==> config.mk <==
export PLATFORM = sky130hd
export DESIGN_NAME = puf_crp_controller_flat
export DESIGN_NICKNAME = d
export VERILOG_FILES = /design/src/rtl/puf_pkg.sv /design/src/rtl/puf_crp_controller_if.sv /design/src/rtl/puf_lfsr8.sv /design/src/rtl/puf_crp_controller.sv /design/src/flat_wrapper.sv
export SDC_FILE = /design/constraint.sdc
export NUM_CORES = 1
export LEC_CHECK = 0
export ABC_AREA = 1
export ABC_CLOCK_PERIOD_IN_PS = 5200
export CAP_MARGIN = 25
export CORE_ASPECT_RATIO = 0.8
export CORE_UTILIZATION = 35
export CTS_BUF_LIST = sky130_fd_sc_hd__clkbuf_8
export DETAILED_ROUTE_END_ITERATION = 6
export PLACE_DENSITY = 0.55
export SYNTH_ARGS = -nofsm -noshare
export SYNTH_HDL_FRONTEND = slang
export SYNTH_SLANG_ARGS = --single-unit
==> constraint.sdc <==
create_clock -name clk -period 5.2 [get_ports clk]
set_clock_uncertainty 0.1 [all_clocks]
set_input_delay 0.52 -clock clk [delete_from_list [all_inputs] [get_ports clk]]
set_output_delay 0.52 -clock clk [all_outputs]
set_load 0.01 [all_outputs]
==> src/rtl/puf_pkg.sv <==
// Shared types and constants for the arbiter-PUF challenge/response controller.
// Holds the FSM state enum, LFSR tap mask and zero-seed remap value.
package puf_pkg;

  typedef enum logic [2:0] {
    IDLE,
    LOAD,
    SETTLE,
    FIRE,
    SAMPLE,
    DONE
  } state_t;

  // x^8+x^6+x^5+x^4+1 as bit taps of a left-shifting register
  localparam logic [7:0] LFSR_TAPS  = 8'b1011_1000;
  localparam logic [7:0] SEED_REMAP = 8'h01;

  // An all-zero seed would lock the LFSR, so it is swapped for SEED_REMAP
  function automatic logic [7:0] seed_fix(input logic [7:0] s);
    return (s == 8'h00) ? SEED_REMAP : s;
  endfunction

endpackage

==> src/rtl/puf_crp_controller_if.sv <==
// Bundle between the CRP controller, the host and the PUF fabric.
// master = controller side; slave = host/PUF side.
interface puf_crp_controller_if #(
  parameter int RESP_BITS = 16
);

  logic                 start;
  logic [7:0]           seed;
  logic [7:0]           ch;
  logic                 launch;
  logic                 arb_rst;
  logic                 puf_resp;
  logic [RESP_BITS-1:0] resp_word;
  logic                 resp_valid;
  logic                 busy;

  modport master (
    input  start,
    input  seed,
    input  puf_resp,
    output ch,
    output launch,
    output arb_rst,
    output resp_word,
    output resp_valid,
    output busy
  );

  modport slave (
    output start,
    output seed,
    output puf_resp,
    input  ch,
    input  launch,
    input  arb_rst,
    input  resp_word,
    input  resp_valid,
    input  busy
  );

endinterface

==> src/rtl/puf_lfsr8.sv <==
// 8-bit Fibonacci LFSR (x^8+x^6+x^5+x^4+1), shift left, feedback into bit 0.
// Ports: clk, rst (async active-low), load (take seed), step (advance), seed, q.
module puf_lfsr8
  import puf_pkg::*;
(
  input  logic       clk,
  input  logic       rst,
  input  logic       load,
  input  logic       step,
  input  logic [7:0] seed,
  output logic [7:0] q
);

  logic fb;

  assign fb = ^(q & LFSR_TAPS);

  always_ff @(posedge clk or negedge rst) begin
    if (!rst) begin
      q <= '0;
    end else if (load) begin
      q <= seed_fix(seed);
    end else if (step) begin
      q <= {q[6:0], fb};
    end
  end

endmodule

==> src/rtl/puf_crp_controller.sv <==
// Challenge-side driver for an 8-bit feed-forward arbiter PUF: LFSR challenges,
// arbiter clear/launch sequencing, and packing of RESP_BITS responses.
// Ports: clk, rst (async active-low), bus (puf_crp_controller_if.master):
//   start/seed in, ch/launch/arb_rst to PUF, puf_resp in (async),
//   resp_word/resp_valid/busy to host.
// Build option: define MAJORITY_VOTE_EN for VOTES evaluations per challenge.
module puf_crp_controller
  import puf_pkg::*;
#(
  parameter int RESP_BITS  = 16,
  parameter int SETTLE_CYC = 4,
  parameter int EVAL_CYC   = 8
`ifdef MAJORITY_VOTE_EN
  ,
  parameter int VOTES      = 5
`endif
) (
  input logic               clk,
  input logic               rst,
  puf_crp_controller_if.master bus
);

  localparam logic [15:0] SETTLE_LAST = 16'(SETTLE_CYC - 1);
  localparam logic [15:0] EVAL_LAST   = 16'(EVAL_CYC - 1);
  localparam logic [4:0]  IDX_LAST    = 5'(RESP_BITS - 1);
`ifdef MAJORITY_VOTE_EN
  localparam logic [3:0]  VOTE_LAST   = 4'(VOTES - 1);
  localparam logic [3:0]  VOTE_HALF   = 4'(VOTES / 2);
`endif

  state_t               state;
  state_t               state_n;
  logic [15:0]          cnt;
  logic [15:0]          cnt_n;
  logic [4:0]           idx;
  logic [4:0]           idx_n;
  logic [RESP_BITS-1:0] sr;
  logic [RESP_BITS-1:0] sr_n;
  logic [RESP_BITS-1:0] resp_q;
  logic                 resp_load;
  logic                 lfsr_load;
  logic                 lfsr_step;
  logic [7:0]           lfsr_q;
  logic                 sync1;
  logic                 resp_s;
  logic                 launch_q;
  logic                 arb_rst_q;
  logic                 busy_q;
  logic                 valid_q;
  logic                 bit_v;
  logic                 bit_done;
`ifdef MAJORITY_VOTE_EN
  logic [3:0]           vote_cnt;
  logic [3:0]           vote_cnt_n;
  logic [3:0]           vote_idx;
  logic [3:0]           vote_idx_n;
  logic [3:0]           ones;
`endif

  // The LFSR register is the challenge bus: it only moves on an accepted
  // start or after the final sample of a challenge, never while launch=1.
  puf_lfsr8 u_lfsr (
    .clk  (clk),
    .rst  (rst),
    .load (lfsr_load),
    .step (lfsr_step),
    .seed (bus.seed),
    .q    (lfsr_q)
  );

  always_comb begin
    state_n   = state;
    cnt_n     = cnt;
    idx_n     = idx;
    sr_n      = sr;
    lfsr_load = 1'b0;
    lfsr_step = 1'b0;
    resp_load = 1'b0;
    bit_v     = resp_s;
    bit_done  = 1'b0;
`ifdef MAJORITY_VOTE_EN
    vote_cnt_n = vote_cnt;
    vote_idx_n = vote_idx;
    ones       = vote_cnt + {3'b000, resp_s};
`endif
    unique case (state)
      IDLE: begin
        if (bus.start) begin
          lfsr_load = 1'b1;
          idx_n     = '0;
          sr_n      = '0;
          cnt_n     = '0;
          state_n   = LOAD;
        end
      end
      LOAD: begin
        cnt_n   = '0;
        state_n = SETTLE;
      end
      SETTLE: begin
        if (cnt == SETTLE_LAST) begin
          cnt_n   = '0;
          state_n = FIRE;
        end else begin
          cnt_n = cnt + 16'd1;
        end
      end
      FIRE: begin
        if (cnt == EVAL_LAST) begin
          cnt_n   = '0;
          state_n = SAMPLE;
        end else begin
          cnt_n = cnt + 16'd1;
        end
      end
      SAMPLE: begin
`ifdef MAJORITY_VOTE_EN
        if (vote_idx == VOTE_LAST) begin
          bit_v      = (ones > VOTE_HALF);
          bit_done   = 1'b1;
          vote_cnt_n = '0;
          vote_idx_n = '0;
        end else begin
          // re-evaluate the same challenge: back to arbiter clear
          vote_cnt_n = ones;
          vote_idx_n = vote_idx + 4'd1;
          cnt_n      = '0;
          state_n    = SETTLE;
        end
`else
        bit_done = 1'b1;
`endif
        if (bit_done) begin
          lfsr_step = 1'b1;
          sr_n      = sr | (RESP_BITS'(bit_v) << idx);
          if (idx == IDX_LAST) begin
            resp_load = 1'b1;
            state_n   = DONE;
          end else begin
            idx_n   = idx + 5'd1;
            state_n = LOAD;
          end
        end
      end
      DONE: begin
        state_n = IDLE;
      end
      default: begin
        state_n = IDLE;
      end
    endcase
  end

  // Outputs are registered from the next state so the PUF fabric sees
  // glitch-free launch/clear lines aligned with the state register.
  always_ff @(posedge clk or negedge rst) begin
    if (!rst) begin
      state     <= IDLE;
      cnt       <= '0;
      idx       <= '0;
      sr        <= '0;
      resp_q    <= '0;
      sync1     <= 1'b0;
      resp_s    <= 1'b0;
      launch_q  <= 1'b0;
      arb_rst_q <= 1'b1;
      busy_q    <= 1'b0;
      valid_q   <= 1'b0;
    end else begin
      state     <= state_n;
      cnt       <= cnt_n;
      idx       <= idx_n;
      sr        <= sr_n;
      sync1     <= bus.puf_resp;
      resp_s    <= sync1;
      launch_q  <= (state_n == FIRE);
      arb_rst_q <= (state_n != FIRE);
      busy_q    <= state_n inside {LOAD, SETTLE, FIRE, SAMPLE};
      valid_q   <= (state_n == DONE);
      if (resp_load) begin
        resp_q <= sr_n;
      end
    end
  end

`ifdef MAJORITY_VOTE_EN
  always_ff @(posedge clk or negedge rst) begin
    if (!rst) begin
      vote_cnt <= '0;
      vote_idx <= '0;
    end else begin
      vote_cnt <= vote_cnt_n;
      vote_idx <= vote_idx_n;
    end
  end
`endif

  assign bus.ch         = lfsr_q;
  assign bus.launch     = launch_q;
  assign bus.arb_rst    = arb_rst_q;
  assign bus.busy       = busy_q;
  assign bus.resp_valid = valid_q;
  assign bus.resp_word  = resp_q;

endmodule
==> src/flat_wrapper.sv <==
// flat-port wrapper written by rule: the top's interface ports become plain ports
module puf_crp_controller_flat import puf_pkg::*;
#(
  parameter int RESP_BITS  = 16,
  parameter int SETTLE_CYC = 4,
  parameter int EVAL_CYC   = 8

)
  (clk, rst, bus_start, bus_seed, bus_puf_resp, bus_ch, bus_launch, bus_arb_rst, bus_resp_word, bus_resp_valid, bus_busy);
  puf_crp_controller_if #(.RESP_BITS(RESP_BITS)) bus_i ();
  input logic clk;
  input logic rst;
  input wire logic [$bits(bus_i.start)-1:0] bus_start;
  input wire logic [$bits(bus_i.seed)-1:0] bus_seed;
  input wire logic [$bits(bus_i.puf_resp)-1:0] bus_puf_resp;
  output wire logic [$bits(bus_i.ch)-1:0] bus_ch;
  output wire logic [$bits(bus_i.launch)-1:0] bus_launch;
  output wire logic [$bits(bus_i.arb_rst)-1:0] bus_arb_rst;
  output wire logic [$bits(bus_i.resp_word)-1:0] bus_resp_word;
  output wire logic [$bits(bus_i.resp_valid)-1:0] bus_resp_valid;
  output wire logic [$bits(bus_i.busy)-1:0] bus_busy;
  assign bus_i.start = bus_start;
  assign bus_i.seed = bus_seed;
  assign bus_i.puf_resp = bus_puf_resp;
  assign bus_ch = bus_i.ch;
  assign bus_launch = bus_i.launch;
  assign bus_arb_rst = bus_i.arb_rst;
  assign bus_resp_word = bus_i.resp_word;
  assign bus_resp_valid = bus_i.resp_valid;
  assign bus_busy = bus_i.busy;
  puf_crp_controller #(.RESP_BITS(RESP_BITS), .SETTLE_CYC(SETTLE_CYC), .EVAL_CYC(EVAL_CYC)) u_core (.clk(clk), .rst(rst), .bus(bus_i));
endmodule
==> results.sh, run 1 <==
export IMPL_timing_rr_start="u_core.idx[0]"
export IMPL_period_needed_ns=2.108
export IMPL_drc=0
export IMPL_path_cells="ha_1 > nand2_1 > nor2_1 > ha_1 > nand2_2 > clkinv_2 > nand2_1 > nand2_1"
export IMPL_p_per_area_nw_per_um2=244.0
export IMPL_antenna_cells=0
export IMPL_final_period_utilization_pct=40.54
export IMPL_cts_reportedPaths_clkPinSlew_ns=0.08
export IMPL_syn_area_per_cell_um2=8.269
export IMPL_holdBufCountCts=0
export IMPL_drt_iter0_markers=134
export IMPL_grt_max_degree=71
export IMPL_clock_power_share_pct=46.0
export IMPL_syn_num_nets=450
export IMPL_final_hold_violation_count=0
export IMPL_leakage_nw=2.033
export IMPL_reg2regPathDepth=8
export IMPL_initial_core_util_pct=36.67
export IMPL_crit_top_cell="nand2_1"
export IMPL_fmax_mhz=474.3
export IMPL_die_h_um=92.68
export IMPL_grt_pass1_vias=2945
export IMPL_dp_hpwl_um=5647
export IMPL_syn_inst=435
export IMPL_setup_violations=0
export IMPL_vias=2954
export IMPL_synth_seq_area_share_pct=48.73
export IMPL_post_drt_wl_per_cell_um=13.41
export IMPL_cp_buffers_inverters=1
export IMPL_pwr_share_seq_pct=51.9
export IMPL_area_growth_syn_to_layout_pct=19.65
export IMPL_cts_buffers=9
export IMPL_utilization_pct=43.88
export IMPL_clock_root_buffer="clkbuf_8"
export IMPL_final_layout_size_suffix_gt1_share_pct=11.41
export IMPL_viasPerCell=4.780
export IMPL_grt_pass1_wl_um=14450
export IMPL_cts_resized=0
export IMPL_core_um2=9809
export IMPL_cts_num_sinks=70
export IMPL_ys_warn_count=0
export IMPL_ys_ff_latch=70
export IMPL_cp_slowest_cell="dfrtp_1"
export IMPL_antenna_found_initial=0
export IMPL_totalWireLength_um=8286
export IMPL_gp_congestion=0.8017
export IMPL_grt_ovfl_total=0
export IMPL_slew_headroom_pct=39.75
export IMPL_track_usage_pct=17.66
export IMPL_final_antenna_net_count=0
export IMPL_reg2reg_slack_ns=3.09
export IMPL_cts_buffer_depth=2
export IMPL_place_inst=602
export IMPL_cts_tree="yes"
export IMPL_p_sw_w=0.0002303
export IMPL_cts_setup_buffers=0
export IMPL_layout_commonest_cell="nand2_1"
export IMPL_cp_top_family="simple AND/OR/NAND/NOR gates"
export IMPL_port_buffers=39
export IMPL_seqCellArea_um2=1753
export IMPL_p_int_w=0.0008201
export IMPL_layout_common_cells="nand2_1, dfrtp_1, inv_1"
export IMPL_cpPeakStageDelay_ns=0.44
export IMPL_critPathMaxFanout=18
export IMPL_core_rowCount=32
export IMPL_cts_max_level=3
export IMPL_fp_dieW_um=115.3
export IMPL_synth_cell_type_count=38
export IMPL_fin_cells=618
export IMPL_swShare_pct=21.92
export IMPL_multi_input_area_um2=1538
export IMPL_fin_nets=492
export IMPL_worst_slew_pin_slew_ns=0.9037
export IMPL_ios=40
export IMPL_crit_required_ns=5.33
export IMPL_power_w=0.001050
export IMPL_status="complete, no violations"
export IMPL_worstSetupEndpointType="flop"
export IMPL_ir_worst_vdd_mv=0.1340
export IMPL_synth_area_um2=3597
export IMPL_clock_latency_ns=0.35
export IMPL_max_cap_viol_count=0
export IMPL_maxSlewViolCount=0
export IMPL_setup_tns_ns=0
export IMPL_hold_class="primary input to asynchronous set/reset pin"
export IMPL_grt_setup_unrepaired="no"
export IMPL_critPathArrivalTime_ns=2.24
export IMPL_dieArea_um2=10690
export IMPL_comb_power_share_pct=2.1
export IMPL_n_fill_cell=979
export IMPL_startpoint_type="flop"
export IMPL_hold_slack_ns=0.2723
export IMPL_first_pass_iters=4
export IMPL_path_class="flop to flop"
export IMPL_rr_endpoint="u_core.bus.resp_word[10]"
-- worst reg2reg max path, stage by stage (launching register included) --
cell and delay (ns):
dfrtp_1 0.44, ha_1 0.23, nand2_1 0.09, nor2_1 0.05
ha_1 0.20, nand2_2 0.33, clkinv_2 0.34, nand2_1 0.16
nand2_1 0.06
-- cells by family after synthesis --
logic type | Yosys count | synth area share [%]
xor gates and xnor gates | 5 | 1.217
adders and majority gates | 3 | 1.044
AOI/OAI and AO/OA | 70 | 13.91
muxes | 1 | 0.2783
buffers and inverters | 69 | 8.522
DFF | 70 | 48.73
and+or+nand+nor | 217 | 26.30
-- per-layer routing --
metal,part of all wire (%),global-route usage (%)
met1,52,25.31
met2,43,25.40
met3,4.7,4.908
met4,0.92,5.844
met5,0,0
-- stage by stage --
step	cell area, um^2	worst slack (ns)
6_report	4304	3.092
2_1_floorplan	3597	3.565
5_1_grt	4304	2.857
3_5_place_dp	4090	2.688
4_1_cts	4304	3.030
3_3_place_gp	4090	2.720
-- worst max-delay path by stage --
stage | startpoint | to | cells after the start
after global placement | bus_start | u_core.cnt[1] | 6
after detailed placement | bus_start | u_core.cnt[1] | 6
after CTS | u_core.idx[0] | u_core.bus.resp_word[10] | 8
final | u_core.idx[0] | u_core.bus.resp_word[10] | 8
after floorplan | u_core.idx[0] | u_core.bus.resp_word[10] | 9
after global routing | u_core.idx[0] | u_core.bus.resp_word[8] | 8
-- state kept, by name, indices dropped and copies added, names as in the netlist, 3 cells and up --
register,cells
u_core.bus.resp_word,16
u_core.cnt,16
u_core.sr,16
u_core.u_lfsr.q,8
u_core.idx,5
u_core.state,3
-- power groups by stage --
stage	logic [W]	clock network, W	registers, W
3_3_place_gp	0.0000228	0	0.000556
5_1_grt	0.0000256	0.000521	0.000545
3_5_place_dp	0.0000231	0	0.000556
6_report	0.0000219	0.000483	0.000545
4_1_cts	0.0000229	0.000501	0.000545
2_1_floorplan	0.00000175	0	0.000556
-- Yosys cell counts --
cell	n	share of area, %
o21ai_2	17	4.1
buf_4	1	0.21
nand3_1	32	4.5
nor2_1	29	3.0
a22oi_1	1	0.21
o22ai_1	1	0.17
nor2_4	1	0.31
or2_2	1	0.17
inv_4	2	0.35
inv_1	53	5.5
nand3_4	1	0.49
nand2_1	136	14
nand2_4	1	0.31
o21bai_1	1	0.21
buf_6	4	1.3
a21oi_1	3	0.42
o21ai_0	26	3.6
xor2_1	4	0.97
o211ai_1	15	3.1
xnor2_1	1	0.24
ha_1	3	1.0
o211ai_2	2	0.70
clkinv_2	1	0.14
o221ai_1	2	0.49
o221ai_2	2	0.83
inv_6	1	0.24
nor2_8	1	0.56
inv_2	3	0.31
dfstp_2	1	0.73
nand4_1	6	1.0
nor3_1	3	0.42
buf_2	2	0.28
clkbuf_1	2	0.21
dfrtp_1	69	48
nor3_4	1	0.45
and2_1	2	0.35
mux2i_1	1	0.28
nand2_2	3	0.52
-- area by class of cell --
class / instances / area share, %
Sequential cell: 70 / 40.73
Clock buffer: 9 / 2.878
Clock inverter: 7 / 2.093
Multi-Input combinational cell: 296 / 35.73
Timing Repair Buffer: 40 / 9.128
Inverter: 60 / 5.494
Tap cell: 136 / 3.953
Power figures use the tool's default switching activity.
==> inputs of run 2 (changes only) <==
- ABC_CLOCK_PERIOD_IN_PS: 5200 -> 1800
- PLACE_DENSITY: 0.55 -> 0.57
- clock period: 5.2 -> 1.8 ns (I/O delays scaled with it)
==> results.sh, run 2 (synthesis gave the netlist of run 1 again) <==
export IMPL_status="complete, no violations"
export IMPL_grt_pass1_vias=2902
export IMPL_slew_headroom_pct=72.61
export IMPL_final_period_utilization_pct=94.48
export IMPL_first_pass_iters=4
export IMPL_cts_tree="yes"
export IMPL_hold_slack_ns=0.1603
export IMPL_cts_num_sinks=70
export IMPL_area_growth_syn_to_layout_pct=25.15
export IMPL_multi_input_area_um2=1543
export IMPL_cts_setup_buffers=0
export IMPL_core_rowCount=32
export IMPL_hold_class="primary input to flop"
export IMPL_dieArea_um2=10690
export IMPL_fin_nets=508
export IMPL_die_h_um=92.68
export IMPL_reg2reg_slack_ns=0.1
export IMPL_final_layout_size_suffix_gt1_share_pct=14.26
export IMPL_maxSlewViolCount=0
export IMPL_setup_violations=0
export IMPL_crit_required_ns=1.98
export IMPL_cts_max_level=3
export IMPL_core_um2=9809
export IMPL_vias=3063
export IMPL_worst_slew_pin_slew_ns=0.4108
export IMPL_clock_latency_ns=0.35
export IMPL_fmax_mhz=588.0
export IMPL_seqCellArea_um2=1753
export IMPL_startpoint_type="flop"
export IMPL_worstSetupEndpointType="flop"
export IMPL_port_buffers=39
export IMPL_max_cap_viol_count=0
export IMPL_grt_pass1_wl_um=14300
export IMPL_path_class="flop to flop"
export IMPL_setup_tns_ns=0
export IMPL_timing_rr_start="u_core.idx[1]"
export IMPL_cts_buffer_depth=2
export IMPL_totalWireLength_um=8307
export IMPL_cts_buffers=9
export IMPL_p_per_area_nw_per_um2=747.7
export IMPL_post_drt_wl_per_cell_um=13.10
export IMPL_viasPerCell=4.831
export IMPL_cts_reportedPaths_clkPinSlew_ns=0.08
export IMPL_antenna_found_initial=0
export IMPL_drc=0
export IMPL_drt_iter0_markers=204
export IMPL_leakage_nw=2.138
export IMPL_grt_max_degree=71
export IMPL_hp_start="bus_puf_resp"
export IMPL_layout_commonest_cell="nand2_1"
export IMPL_antenna_cells=0
export IMPL_initial_core_util_pct=36.67
export IMPL_ios=40
export IMPL_critPathLaunch="u_core.idx[1]"
export IMPL_track_usage_pct=17.53
export IMPL_critPathMaxFanout=6
export IMPL_final_antenna_net_count=0
export IMPL_layout_common_cells="nand2_1, dfrtp_1, inv_1"
export IMPL_fp_dieW_um=115.3
export IMPL_gp_congestion=0.8458
export IMPL_clock_root_buffer="clkbuf_8"
export IMPL_critPathArrivalTime_ns=1.88
export IMPL_grt_setup_unrepaired="yes"
export IMPL_grt_ovfl_total=0
export IMPL_n_fill_cell=953
export IMPL_dp_hpwl_um=5830
export IMPL_ir_worst_vdd_mv=0.3190
export IMPL_period_needed_ns=1.701
export IMPL_final_hold_violation_count=0
-- run 2: power by group --
part / leakage, nW / switching, W / internal (W)
logic: 1.19 / 0.0000423 / 0.0000275
clock network: 0.132 / 0.000626 / 0.00110
registers: 0.819 / 0.000000792 / 0.00157
total: 2.14 / 0.000669 / 0.00270
-- run 2: final cells by class --
cell class | count | share of cell area, %
Tap cell | 136 | 3.780
Timing Repair Buffer | 56 | 11.73
Sequential cell | 70 | 38.94
Clock buffer | 10 | 3.057
Clock inverter | 6 | 2.946
Inverter | 60 | 5.281
Multi-Input combinational cell | 296 | 34.27
-- run 2: metrics by stage --
step	utilization (%)	area, um^2	setup WS [ns]	power [W]	instances
after floorplan	-	3597	0.1651	0.001611	435
after global placement	42.97	4215	0.04037	0.001676	617
after detailed placement	42.97	4215	0.03802	0.001677	617
after CTS	45.83	4496	0.06554	0.003412	634
after global routing	45.89	4502	-0.003772	0.003489	634
final	45.89	4502	0.09935	0.003366	634
-- run 2: per-layer routing --
metal	wire, um	part of all wire (%)	GRT usage (%)	up-vias
li1	-	-	-	1527
met1	4411	53	26.67	1448
met2	3387	41	23.85	77
met3	412	5.0	4.712	11
met4	96	1.2	5.195	0
met5	0	0	0	-
-- run 2: worst max-delay path, stage by stage, from the launching register on --
cell and delay (ns):
dfrtp_1 0.42, ha_1 0.21, nand2_1 0.08, nor2_1 0.05, ha_1 0.20, inv_1 0.09, nand2_2 0.09, nand2_4 0.09
nand3_1 0.10, nand2_1 0.07, nand2_1 0.04, nor2_1 0.08
-- run 2: final timing paths --
kind / cells after the start / endpoint
min in group asynchronous: 3 / u_core.u_lfsr.q[7]
max in group asynchronous: 3 / u_core.bus.arb_rst
worst max-delay path: 11 / u_core.idx[3]
worst min-delay path: 1 / u_core.sync1
worst min register to register: 0 / u_core.bit_v
worst max register to register: 11 / u_core.idx[3]
-- run 2: what timing repair did --
item                                    in CTS  in global routing
hold buffers                                 1                  0
endpoints found under the setup margin       0                 17
resized for setup                            0                  2
endpoints found under the hold margin       69                  0
==> variant, RTL diff (flow settings as in run 2) <==
The option `MAJORITY_VOTE_EN` is turned on by a define.
--- a/src/rtl/puf_crp_controller.sv
+++ b/src/rtl/puf_crp_controller.sv
@@ -6,2 +6,4 @@
 // Build option: define MAJORITY_VOTE_EN for VOTES evaluations per challenge.
+`define MAJORITY_VOTE_EN
+
 module puf_crp_controller
Formal check against the unedited RTL: no difference found for any inputs over 10 cycles, from zero or initial values and one cycle with rst low; that may be too few to reach the edited logic, so the function may still have changed.
==> variant against run 2 <==
- the run now ends with negative setup slack left
- sequential cell count up 8
- sequential share of layout area down 1.5 points
- synthesized cell count up 0.69%
- total power down 3.1%
- area after synthesis up 3.6%
- worst setup slack worse by 0.16 ns
- cell area up 16%
- routed wire length up 11%
==> variant: results (changes against run 2) <==
global-route usage over all layers=17.70% (was 17.53%); cell depth of the worst flop-to-flop path=12 (was 11); Data arrival, critical path=2.07 ns (was 1.88 ns); routed wirelength normalized by instance count=13.39 um (was 13.10 um); synthesized net count=457 (was 450); largest cells by area after synthesis=sky130_fd_sc_hd__dfrtp_1 52%, sky130_fd_sc_hd__nand2_1 13%, sky130_fd_sc_hd__o21ai_0 4.3%, sky130_fd_sc_hd__inv_1 3.8%, sky130_fd_sc_hd__nor2_1 3.1% (was sky130_fd_sc_hd__dfrtp_1 48%, sky130_fd_sc_hd__nand2_1 14%, sky130_fd_sc_hd__inv_1 5.5%, sky130_fd_sc_hd__nand3_1 4.5%, sky130_fd_sc_hd__o21ai_2 4.1%); met1 WL=4794 um (was 4411 um); status=finished with violations (was complete, no violations); Max H-tree Level=3 (unchanged); Pre-Repair DR Iteration Count=4 (unchanged); Setup TNS=-0.2800 ns (was 0 ns); Cell variety after synth=36 (was 38); number of placed instances with taps included=651 (was 617); violations in the final reports=negative setup slack; Hold Startpoint=bus_puf_resp (unchanged); maximum vdd drop=0.3659 mV (was 0.3190 mV); most frequent cells after synthesis=130 x sky130_fd_sc_hd__nand2_1, 77 x sky130_fd_sc_hd__dfrtp_1, 38 x sky130_fd_sc_hd__inv_1, 32 x sky130_fd_sc_hd__o21ai_0, 31 x sky130_fd_sc_hd__nor2_1 (was 136 x sky130_fd_sc_hd__nand2_1, 69 x sky130_fd_sc_hd__dfrtp_1, 53 x sky130_fd_sc_hd__inv_1, 32 x sky130_fd_sc_hd__nand3_1, 29 x sky130_fd_sc_hd__nor2_1); number of design-rule violations left by the first detailed-router iteration=234 (was 204); clock latency on the worst-skew pair=0.37 ns (was 0.35 ns); Final Instance Count excl. Fillers=690 (was 634); initial antenna violation count=0 (unchanged); Reg2Reg Launch Point=u_core.vote_idx[1] (was u_core.idx[1]); Routed met3 length=421 um (was 412 um); global-route wire length before repair=15320 um (was 14300 um); worst-path fanout max=8 (was 6); most used flip-flop cell after synthesis=sky130_fd_sc_hd__dfrtp_1 (unchanged); GR met3 Demand/Resource=3.701% (was 4.712%); number of global-route vias before repair=3122 (was 2902); number of nets in the layout=564 (was 508); post-route worst hold slack=0.1640 ns (was 0.1603 ns); pin count of the biggest net entering global routing=35 (was 71); GRT met1 Usage=26.32% (was 26.67%); dpl hpwl=6411 um (was 5830 um); fraction of met2 tracks used by global routing=25.10% (was 23.85%); post-layout worst setup margin=-0.06032 ns (was 0.09935 ns); final setup violating endpoints=10 (was 0); slew at the pin closest to its max-slew limit=0.4471 ns (was 0.4108 ns); met2 wire length=3900 um (was 3387 um); final weighted congestion in routability-driven placement=0.8335 (was 0.8458); portion of the post-synthesis area used by sequential elements=52.40% (was 48.73%); detailed-route vias per instance=4.830 (was 4.831); post-synthesis instance total=438 (was 435); Critical Path End=u_core.bus.resp_word[11] (was u_core.idx[3]); number of fillers in the final layout=948 (was 953); standby leakage power=2.414 nW (was 2.138 nW); fraction of final layout cells with drive strength greater than 1=27.64% (was 14.26%)
## variant: changes by cell type after synthesis, moves of 10 or more
cell,run 2,this run
sky130_fd_sc_hd__o21ai_2,17,0
sky130_fd_sc_hd__inv_1,53,38
sky130_fd_sc_hd__o211ai_1,15,2
sky130_fd_sc_hd__nand4_1,6,17
sky130_fd_sc_hd__nor3_1,3,14
sky130_fd_sc_hd__nand3_1,32,22
## variant: timing repair
| action | in CTS | in global routing |
|---|---|---|
| endpoints found under the setup margin | 37 | 61 |
| gates cloned | 0 | 1 |
| pin swaps | 15 | 35 |
| resized for setup | 20 | 55 |
| setup buffers | 7 | 14 |
| hold endpoints to repair | 29 | 0 |
| hold buffers | 1 | 0 |
## variant: cell families (layout without fill, tap and decap cells)
kind of cell,count (synthesis),count (layout),synth area share (%)
and+or+nand+nor,231,231,28.90
DFF,78,78,52.40
AOI/OAI and AO/OA,60,60,8.829
buffers and inverters,55,167,5.874
adders and majority gates,7,7,2.350
xor gates and xnor gates,7,7,1.645
## variant: power breakdown
part	internal, mW	leakage, nW	total, mW	switching (mW)
clock network	0.657	0.0968	1.36	0.705
logic	0.0623	1.50	0.132	0.0697
registers	1.76	0.816	1.77	0.00896
## variant: area by class of cell
type	count	area share (%)
flip-flops and latches	78	37.40
clock inverters	7	1.532
repair buffers	103	17.57
multi-input cells	305	34.12
clock buffers	9	2.370
repair inverters	1	0.1436
well taps	140	3.352
inverters	47	3.519
## variant: through the flow
stage               setup WS (ns)  utilization (%)  cell area, sq um
finish                   -0.06032            50.83              5226
global placement          -0.1481            44.51              4576
detailed placement        -0.1558            44.51              4576
global route              -0.2139            50.83              5226
CTS                      -0.04650            48.00              4935
floorplan                  0.1103                -              3727
